==> src/rtl/wb_responder_regbank_pkg.sv <==
// rtl/wb_responder_regbank_pkg.sv - shared offsets, FSM encoding and default ID for the Wishbone register bank
package wb_responder_pkg;

    localparam int REG_ID      = 0;
    localparam int REG_CTRL    = 1;
    localparam int REG_TXN     = 2;
    localparam int REG_SCRATCH = 3;

    localparam logic [31:0] ID_VALUE_DEFAULT = 32'h7704_0B01;

    typedef enum logic [1:0] {
        IDLE = 2'd0,
        WAIT = 2'd1,
        ACK  = 2'd2
    } wb_state_t;

endpackage

==> src/rtl/wb_responder_regbank_if.sv <==
// rtl/wb_responder_regbank_if.sv - Wishbone classic signal bundle with master/slave views
interface wb_responder_regbank_if;

    logic        wb_CYC;
    logic        wb_STB;
    logic        wb_WE;
    logic [13:0] wb_ADR;
    logic [31:0] wb_DAT_MOSI;
    logic [3:0]  wb_SEL;
    logic [31:0] wb_DAT_MISO;
    logic        wb_ACK;

    modport master (
        output wb_CYC, wb_STB, wb_WE, wb_ADR, wb_DAT_MOSI, wb_SEL,
        input  wb_DAT_MISO, wb_ACK
    );

    modport slave (
        input  wb_CYC, wb_STB, wb_WE, wb_ADR, wb_DAT_MOSI, wb_SEL,
        output wb_DAT_MISO, wb_ACK
    );

endinterface

==> src/rtl/wb_responder_regbank_byte_merge.sv <==
// rtl/wb_responder_regbank_byte_merge.sv - combinational byte-lane merge of a new word over an old word
module wb_byte_merge (
    input  logic [31:0] old_word,
    input  logic [31:0] new_word,
    input  logic [3:0]  sel,
    output logic [31:0] merged
);

    always_comb begin
        merged = old_word;
        for (int n = 0; n < 4; n++) begin
            if (sel[n]) begin
                merged[8*n +: 8] = new_word[8*n +: 8];
            end
        end
    end

endmodule

==> src/rtl/wb_responder_regbank.sv <==
// rtl/wb_responder_regbank.sv - Wishbone classic responder with ID/CTRL/TXN/scratch register bank
// Optional WB_RESPONDER_PROG_WAIT_EN: wait count taken from CTRL[3:0] instead of WAIT_STATES.
module wb_responder_regbank
    import wb_responder_pkg::*;
#(
    parameter logic [13:0] BASE_ADR    = 14'h0000,
    parameter int          NUM_REGS    = 16,
    parameter int          WAIT_STATES = 1,
    parameter logic [31:0] ID_VALUE    = ID_VALUE_DEFAULT
) (
    input  logic                    clk,
    input  logic                    rst,
    wb_responder_regbank_if.slave   wb,
    output logic [31:0]             ctrl_out
);

    localparam int          IDX_W   = $clog2(NUM_REGS);
    localparam logic [13:0] NREGS_W = 14'(NUM_REGS);
`ifdef WB_RESPONDER_PROG_WAIT_EN
    localparam logic [31:0] CTRL_RST = {28'h0, 4'(WAIT_STATES)};
`else
    localparam logic [31:0] CTRL_RST = 32'h0;
`endif

    wb_state_t        state, next_state;
    logic [3:0]       wait_cnt;
    logic [3:0]       wait_val;
    logic [13:0]      lat_adr;
    logic             lat_we;
    logic [3:0]       lat_sel;
    logic [31:0]      lat_dat;
    logic [31:0]      regs [NUM_REGS];
    logic [31:0]      txn_cnt;
    logic [31:0]      dat_miso;
    logic             req;

    assign req      = wb.wb_CYC & wb.wb_STB;
    assign ctrl_out = regs[REG_CTRL];

`ifdef WB_RESPONDER_PROG_WAIT_EN
    assign wait_val = regs[REG_CTRL][3:0];
`else
    assign wait_val = 4'(WAIT_STATES);
`endif

    always_ff @(posedge clk or posedge rst) begin
        if (rst) begin
            state <= IDLE;
        end else begin
            state <= next_state;
        end
    end

    always_comb begin
        next_state = state;
        case (state)
            IDLE: if (req) next_state = (wait_val != 4'd0) ? WAIT : ACK;
            WAIT: begin
                if (!req) begin
                    next_state = IDLE;
                end else if (wait_cnt == 4'd1) begin
                    next_state = ACK;
                end
            end
            ACK:     next_state = IDLE;
            default: next_state = IDLE;
        endcase
    end

    always_comb begin
        wb.wb_ACK      = (state == ACK);
        wb.wb_DAT_MISO = dat_miso;
    end

    // A zero-wait request goes straight to ACK, so the read mux must see the live bus address.
    logic [13:0]      rd_adr, rd_off;
    logic [IDX_W-1:0] rd_idx;
    logic [31:0]      rd_word;

    assign rd_adr = (state == IDLE) ? wb.wb_ADR : lat_adr;
    assign rd_off = rd_adr - BASE_ADR;
    assign rd_idx = rd_off[IDX_W-1:0];

    always_comb begin
        rd_word = 32'h0;
        if (rd_off < NREGS_W) begin
            if (rd_idx == IDX_W'(REG_ID)) begin
                rd_word = ID_VALUE;
            end else if (rd_idx == IDX_W'(REG_TXN)) begin
                rd_word = txn_cnt;
            end else begin
                rd_word = regs[rd_idx];
            end
        end
    end

    logic [13:0]      wr_off;
    logic [IDX_W-1:0] wr_idx;
    logic             wr_en;
    logic [31:0]      wr_word;

    assign wr_off = lat_adr - BASE_ADR;
    assign wr_idx = wr_off[IDX_W-1:0];
    assign wr_en  = (state == ACK) && lat_we && (wr_off < NREGS_W)
                 && (wr_idx != IDX_W'(REG_ID)) && (wr_idx != IDX_W'(REG_TXN));

    wb_byte_merge u_merge (
        .old_word (regs[wr_idx]),
        .new_word (lat_dat),
        .sel      (lat_sel),
        .merged   (wr_word)
    );

    always_ff @(posedge clk or posedge rst) begin
        if (rst) begin
            wait_cnt <= 4'd0;
            lat_adr  <= 14'h0;
            lat_we   <= 1'b0;
            lat_sel  <= 4'h0;
            lat_dat  <= 32'h0;
            txn_cnt  <= 32'h0;
            dat_miso <= 32'h0;
            for (int i = 0; i < NUM_REGS; i++) begin
                regs[i] <= (i == REG_CTRL) ? CTRL_RST : 32'h0;
            end
        end else begin
            if (state == IDLE && req) begin
                lat_adr  <= wb.wb_ADR;
                lat_we   <= wb.wb_WE;
                lat_sel  <= wb.wb_SEL;
                lat_dat  <= wb.wb_DAT_MOSI;
                wait_cnt <= wait_val;
            end else if (state == WAIT) begin
                wait_cnt <= wait_cnt - 4'd1;
            end
            if (wr_en) begin
                regs[wr_idx] <= wr_word;
            end
            if (state == ACK) begin
                txn_cnt <= txn_cnt + 32'd1;
            end
            dat_miso <= (next_state == ACK) ? rd_word : 32'h0;
        end
    end

endmodule

==> src/flat_wrapper.sv <==
// flat-port wrapper written by rule: the top's interface ports become plain ports
module wb_responder_regbank_flat import wb_responder_pkg::*;
#(
    parameter logic [13:0] BASE_ADR    = 14'h0000,
    parameter int          NUM_REGS    = 16,
    parameter int          WAIT_STATES = 1,
    parameter logic [31:0] ID_VALUE    = ID_VALUE_DEFAULT
)
  (clk, rst, ctrl_out, wb_wb_CYC, wb_wb_STB, wb_wb_WE, wb_wb_ADR, wb_wb_DAT_MOSI, wb_wb_SEL, wb_wb_DAT_MISO, wb_wb_ACK);
  wb_responder_regbank_if wb_i ();
  input  logic clk;
  input  logic rst;
  output logic [31:0] ctrl_out;
  input wire logic [$bits(wb_i.wb_CYC)-1:0] wb_wb_CYC;
  input wire logic [$bits(wb_i.wb_STB)-1:0] wb_wb_STB;
  input wire logic [$bits(wb_i.wb_WE)-1:0] wb_wb_WE;
  input wire logic [$bits(wb_i.wb_ADR)-1:0] wb_wb_ADR;
  input wire logic [$bits(wb_i.wb_DAT_MOSI)-1:0] wb_wb_DAT_MOSI;
  input wire logic [$bits(wb_i.wb_SEL)-1:0] wb_wb_SEL;
  output wire logic [$bits(wb_i.wb_DAT_MISO)-1:0] wb_wb_DAT_MISO;
  output wire logic [$bits(wb_i.wb_ACK)-1:0] wb_wb_ACK;
  assign wb_i.wb_CYC = wb_wb_CYC;
  assign wb_i.wb_STB = wb_wb_STB;
  assign wb_i.wb_WE = wb_wb_WE;
  assign wb_i.wb_ADR = wb_wb_ADR;
  assign wb_i.wb_DAT_MOSI = wb_wb_DAT_MOSI;
  assign wb_i.wb_SEL = wb_wb_SEL;
  assign wb_wb_DAT_MISO = wb_i.wb_DAT_MISO;
  assign wb_wb_ACK = wb_i.wb_ACK;
  wb_responder_regbank #(.BASE_ADR(BASE_ADR), .NUM_REGS(NUM_REGS), .WAIT_STATES(WAIT_STATES), .ID_VALUE(ID_VALUE)) u_core (.clk(clk), .rst(rst), .wb(wb_i), .ctrl_out(ctrl_out));
endmodule
==> config.mk <==
export PLATFORM = sky130hd
export DESIGN_NAME = wb_responder_regbank_flat
export DESIGN_NICKNAME = d
export VERILOG_FILES = /design/src/rtl/wb_responder_regbank_pkg.sv /design/src/rtl/wb_responder_regbank_if.sv /design/src/rtl/wb_responder_regbank_byte_merge.sv /design/src/rtl/wb_responder_regbank.sv /design/src/flat_wrapper.sv
export SDC_FILE = /design/constraint.sdc
export NUM_CORES = 2
export LEC_CHECK = 0
export BUFFER_PORTS_ARGS = -buffer_cell sky130_fd_sc_hd__buf_4
export CAP_MARGIN = 0
export CORE_MARGIN = 1.5
export CORE_UTILIZATION = 45
export DETAILED_ROUTE_END_ITERATION = 10
export PLACE_DENSITY = 0.63
export SETUP_SLACK_MARGIN = 0.15
export SLEW_MARGIN = 20
export SYNTH_ARGS = -nofsm -noshare
export SYNTH_HDL_FRONTEND = slang
export SYNTH_HIERARCHICAL = 1
export SYNTH_SLANG_ARGS = --single-unit
==> constraint.sdc <==
create_clock -name clk -period 22.2 [get_ports clk]
set_input_delay 2.22 -clock clk [delete_from_list [all_inputs] [get_ports clk]]
set_output_delay 2.22 -clock clk [all_outputs]
set_load 0.03 [all_outputs]
== Yosys cells after proc, flatten, opt, wreduce, memory -nomap -nowiden ==
Index checks and enable logic that the tools add are counted.

* Output and inout port bits: 65
* Flip-flop bits (word level): 633

* Eq/ne operators: 6
* Bitwise gates (word level): 3
* Add/sub/neg operators: 2
* Muxes and demuxes: 24
* Reductions and logical operators: 10
* Magnitude comparators: 5

{| class="wikitable"
|+ Operator list
! kind !! number
|-
| bitwise mux 512 bit || 1
|-
| 2-to-1 mux 32 bit || 9
|-
| binary-select mux 32 bit (select 4 bit) || 2
|-
| demux 32 bit (select 4 bit) || 1
|-
| adder 32 x 1 -> 32 bit (second input constant) || 1
|-
| 2-to-1 mux 8 bit || 4
|-
| less-than comparator 14 x 5 -> 1 bit (second input constant) || 2
|-
| 2-to-1 mux 14 bit || 1
|-
| greater-or-equal comparator 5 bit (second input constant) || 2
|-
| inverter 4 -> 5 bit || 2
|-
| 2-to-1 mux 4 bit || 2
|-
| logical AND 1 bit || 6
|-
| 2-to-1 mux 2 bit || 3
|-
| less-than comparator 5 x 1 -> 1 bit (second input constant) || 1
|-
| == test 2 bit (second input constant) || 2
|-
| == test 4 x 1 -> 1 bit (second input constant) || 1
|-
| == test 4 x 2 -> 1 bit (second input constant) || 1
|-
| zero test 4 bit || 1
|-
| != test 4 x 2 -> 1 bit (second input constant) || 1
|-
| case mux 2 bit (2 select lines) || 1
|-
| nonzero test 4 bit || 1
|-
| subtractor 4 x 1 -> 4 bit (second input constant) || 1
|-
| == test 2 x 1 -> 1 bit (second input constant) || 1
|-
| zero test 2 bit || 1
|-
| 2 further kinds || 2
|}

== Logic depth before layout (Yosys ltp) ==
* Depth in word-level cells: 10
* Depth in mapped cells: 9
* Depth with buffers taken out: 7

== Modules after synthesis ==
The synthesis kept the hierarchy.

{| class="wikitable"
|+ By module, submodules not included
! module !! instances !! cells each !! area an instance (um^2)
|-
| wb_responder_regbank || 1 || 2190 || 31595.3
|-
| wb_byte_merge || 1 || 36 || 525.5
|}

== Least setup slack after synthesis ==
Ideal clock, no wire load.

* Path kind: input to register
* Start: input wb_wb_ADR[0]
* End: register u_core.dat_miso[10], in the netlist u_core/wb.wb_DAT_MISO[10]
* Cell stages on the path: 7
* Arrival time: 3903 ps
* Setup time: 142 ps
* Setup slack: 18154 ps
* Path buffers: 2
* Cells stage by stage: or3b_2 nand2_1 clkbuf_1 clkbuf_1 mux2i_1 a32o_1 o221ai_1

* Cells in the longest elaborated chain, start to end: 9
* Elaborated cells on any way between the ends: 12

{| class="wikitable"
|+ RTL lines
! what !! RTL line !! RTL
|-
| start, declared || flat_wrapper.sv:17 || <nowiki>input wire logic [$bits(wb_i.wb_ADR)-1:0] wb_wb_ADR;</nowiki>
|-
| 2-to-1 mux 14 bit (*) || wb_responder_regbank.sv:80 || <nowiki>assign rd_adr = (state == IDLE) ? wb.wb_ADR : lat_adr;</nowiki>
|-
| inverter 4 -> 5 bit (not written as such) || wb_responder_regbank.sv:92 || <nowiki>rd_word = regs[rd_idx];</nowiki>
|-
| binary-select mux 32 bit (select 4 bit) || wb_responder_regbank.sv:92 ||
|-
| 2-to-1 mux 32 bit (not written as such) (2 in a row) || wb_responder_regbank.sv:92 ||
|-
| 2-to-1 mux 32 bit || wb_responder_regbank.sv:89 || <nowiki>end else if (rd_idx == IDX_W'(REG_TXN)) begin</nowiki>
|-
| 2-to-1 mux 32 bit || wb_responder_regbank.sv:87 || <nowiki>if (rd_idx == IDX_W'(REG_ID)) begin</nowiki>
|-
| 2-to-1 mux 32 bit (*) || wb_responder_regbank.sv:86 || <nowiki>if (rd_off < NREGS_W) begin</nowiki>
|-
| 2-to-1 mux 32 bit (*) || wb_responder_regbank.sv:142 || <nowiki>dat_miso <= (next_state == ACK) ? rd_word : 32'h0;</nowiki>
|-
| end signal, assigned || wb_responder_regbank.sv:142 ||
|-
| end, declared || wb_responder_regbank.sv:34 || <nowiki>logic [31:0] dat_miso;</nowiki>
|}

Mark *: on every way between the ends. The rest lies on a longest branch, timed or not. The select of a mux whose other input is x is not followed.
A chain may end at the register's enable or synchronous reset.

== Worst setup path in the final report ==
* Start: input wb_wb_ADR[2]
* End: register u_core.dat_miso[26], in the netlist u_core/wb.wb_DAT_MISO[26]

The elaborated chain is that of the path after synthesis.

==> metrics <==
vias in the first global route 21300; hold buffer count at CTS 0; Cells after DPL 3030; Max-Cap Viols 0; Post-DP HPWL 52.6 mm; Synth Cell Area 0.0321 mm²; grt total ovfl 0; # diodes 0; clk slew on worst S/H paths 0.06 ns; cell taking the most area after synthesis dfrtp_1; design area 0.0358 mm²; I/O pin total 120; count leader, synth dfrtp_1; RSZ-0062 raised after global routing no; worst r2r src u_core/state[0]; outcome completed; reg-to-reg setup timing slack 17.55 ns; fillers 5958; ys flop type dfrtp_1; Die ar. 0.0730 mm²; CP Launch Type input port; Resized cells post-CTS 0; min cycle time layout 4.73 ns; maximum vdd drop 0.0495 mV; CTS Buf Count 73; met3 usage 4.03%; period utilisation layout 21.3%; Cells after Synth 2226; Fin. Hold Viols 0; Hold Path Sink u_core/regs[434]; P per Cell Area 81.7 mW/mm²; initial antenna violation count 0; critical path peak fanout 42; crit path DAT 5.24 ns; layout net count 2223; Critical Path RT 22.71 ns; Die X 270 µm; PortBufs 119; overall power 2.92 mW; area fraction of the dominant cell type after synthesis 49.3%; number of remaining DRC errors 0; clock tree buffer depth 3; Top Usage Layer GRT met2; final cell count without fillers 3155; Seq/Total Area, Yosys 49.3%; FMAX 211 MHz; postcts setup bufs 0; Initial Utilization 45.6%; Die Y 270 µm; Syn Area/Cell 14.4 µm²; final core occ 50.9%; Yosys warning count 6; FF+latch count, synth 633; Area contributors post-synth dfrtp_1 (49%), mux2_2 (16%), mux4_2 (14%); share of layout cells above drive strength 1 47.0%; H-tree levels 3; startpoint of the worst hold path u_core/regs[434]; TritonRoute pass-1 iters 5; Worst Tran Pin Value 1.18 ns; Min Hold Slack 0.372 ns; CTS tree done; dpl ws 16.84 ns; met1 usage 34.3%; syn_nets 2284; RR Endpoint u_core/wb.wb_DAT_MISO[7]; synth cell count leaders dfrtp_1 (633), mux2_2 (464), mux4_2 (202), clkbuf_1 (189), mux2i_1 (97); final number of setup-violating endpoints 0; final clock skew 0.0290 ns; routability cong. 0.833; EDFF count, synth 0; min-delay worst type reg -> reg; initial DRC count 1930; Leak 16.6 nW; post-route worst setup slack 17.47 ns; core region area 0.0704 mm²; Reg2Reg Depth 7; share of flip-flops with an asynchronous set or reset 100%; Slew headroom 21.2%; Detailed Route WL 90.6 mm; Max Transition Viols Final 0; critical path type in -> reg; Netlist cell types 56; Via density 6.37; Antenna Violating Nets Remaining 0; Site Rows 97; clock tree sinks 633; total number of vias 20100; placed cell areas 0.0334 mm²; M2 GR Usage 40.0%; Hold Path Depth 0; final setup TNS 0 ns; first-pass GRT wire length 137 mm; area grow syn2layout 11.5%; worst skew pair latency 0.63 ns; Total Routing Usage GR 25.0%; endpoint class of the critical path flip-flop; root buffer cell clkbuf_16; WL per Instance 28.7 µm; largest net degree at the start of global routing 178
per-layer routing:
metal | vias to the layer above | share of wire [%]
met5 | - | 0
met4 | 0 | 3.8
met3 | 220 | 6.0
met2 | 805 | 48
met1 | 10800 | 43
li1 | 8281 | -
critical path: stages:
cell	delay [ns]
buf_4	0.13
or3b_2	0.65
and2_2	0.27
buf_4	0.61
or3_1	0.68
o21ai_0	0.23
o311a_1	0.41
how the worst max path moves through the flow:
| stage | start | depth (start not counted) | slack [ns] | end |
|---|---|---|---|---|
| 6_report | wb_wb_ADR[2] | 7 | 17.47 | u_core/wb.wb_DAT_MISO[26] |
| 5_1_grt | u_core/state[0] | 7 | 17.27 | u_core/wb.wb_DAT_MISO[3] |
| 4_1_cts | wb_wb_ADR[2] | 7 | 17.52 | u_core/wb.wb_DAT_MISO[26] |
| 3_5_place_dp | wb_wb_ADR[2] | 7 | 16.84 | u_core/wb.wb_DAT_MISO[26] |
| 3_3_place_gp | wb_wb_ADR[2] | 7 | 17.02 | u_core/wb.wb_DAT_MISO[29] |
| 2_1_floorplan | rst | 1 | 2.25 | u_core/ctrl_out[0] |
layout make-up:
cell class,count,area [µm²],share of cell area [%]
clock buffers,99,2060,5.75
clock inverters,26,369,1.03
multi-input cells,1291,15100,42.1
flip-flops and latches,633,15900,44.3
repair buffers,160,1230,3.44
well taps,940,1180,3.29
inverters,6,30.0,0.0839
flip-flops by register name, summed over array words and instances (netlist names):
name / count
u_core/lat_we: 1
u_core/txn_cnt: 32
u_core/lat_adr: 14
u_core/ctrl_out: 32
u_core/wb.wb_DAT_MISO: 32
u_core/lat_dat: 32
u_core/state: 2
u_core/wait_cnt: 4
u_core/regs: 480
u_core/lat_sel: 4
cells in the final DEF, fill, tap and decap left out, types with 7 or more instances in the layout:
master,netlist,layout
dfrtp_1,633,629
mux2_2,464,464
mux4_2,202,202
buf_4,32,157
mux2i_1,97,96
nand2_1,85,81
clkbuf_16,0,75
mux2_4,62,62
and3_1,42,41
xnor2_1,24,24
a211oi_1,22,22
a22oi_1,21,21
a221o_1,21,21
a32o_1,21,21
o221ai_1,21,21
o21ai_0,18,16
clkbuf_1,189,15
or3_1,13,13
nand3_1,14,12
o22ai_1,11,11
a21boi_0,11,11
o32ai_1,11,11
o31ai_1,13,11
a2111oi_0,11,11
o311a_1,11,11
nand4_1,10,10
clkbuf_8,0,9
xor2_1,9,9
nor2_1,10,8
clkinv_2,0,7
bufinv_16,0,7
nor2b_1,7,7
power breakdown:
group	internal (mW)	switching [mW]
clock	0.733	0.495
combinational	0.168	0.285
sequential	1.18	0.0594
total	2.08	0.840
logic make-up after synthesis:
kind of cell             after synthesis  share of synthesized area, %
XOR/XNOR                              33                         0.900
buffers and inverters                302                          4.23
flip-flops                           633                          49.3
AND/OR/NAND/NOR                      226                          3.87
AO/OA/AOI/OAI                        198                          5.01
multiplexers                         831                          36.6
adder cells (fa/ha/maj)                3                         0.117
Note: power is estimated with default switching activity, not from simulation.
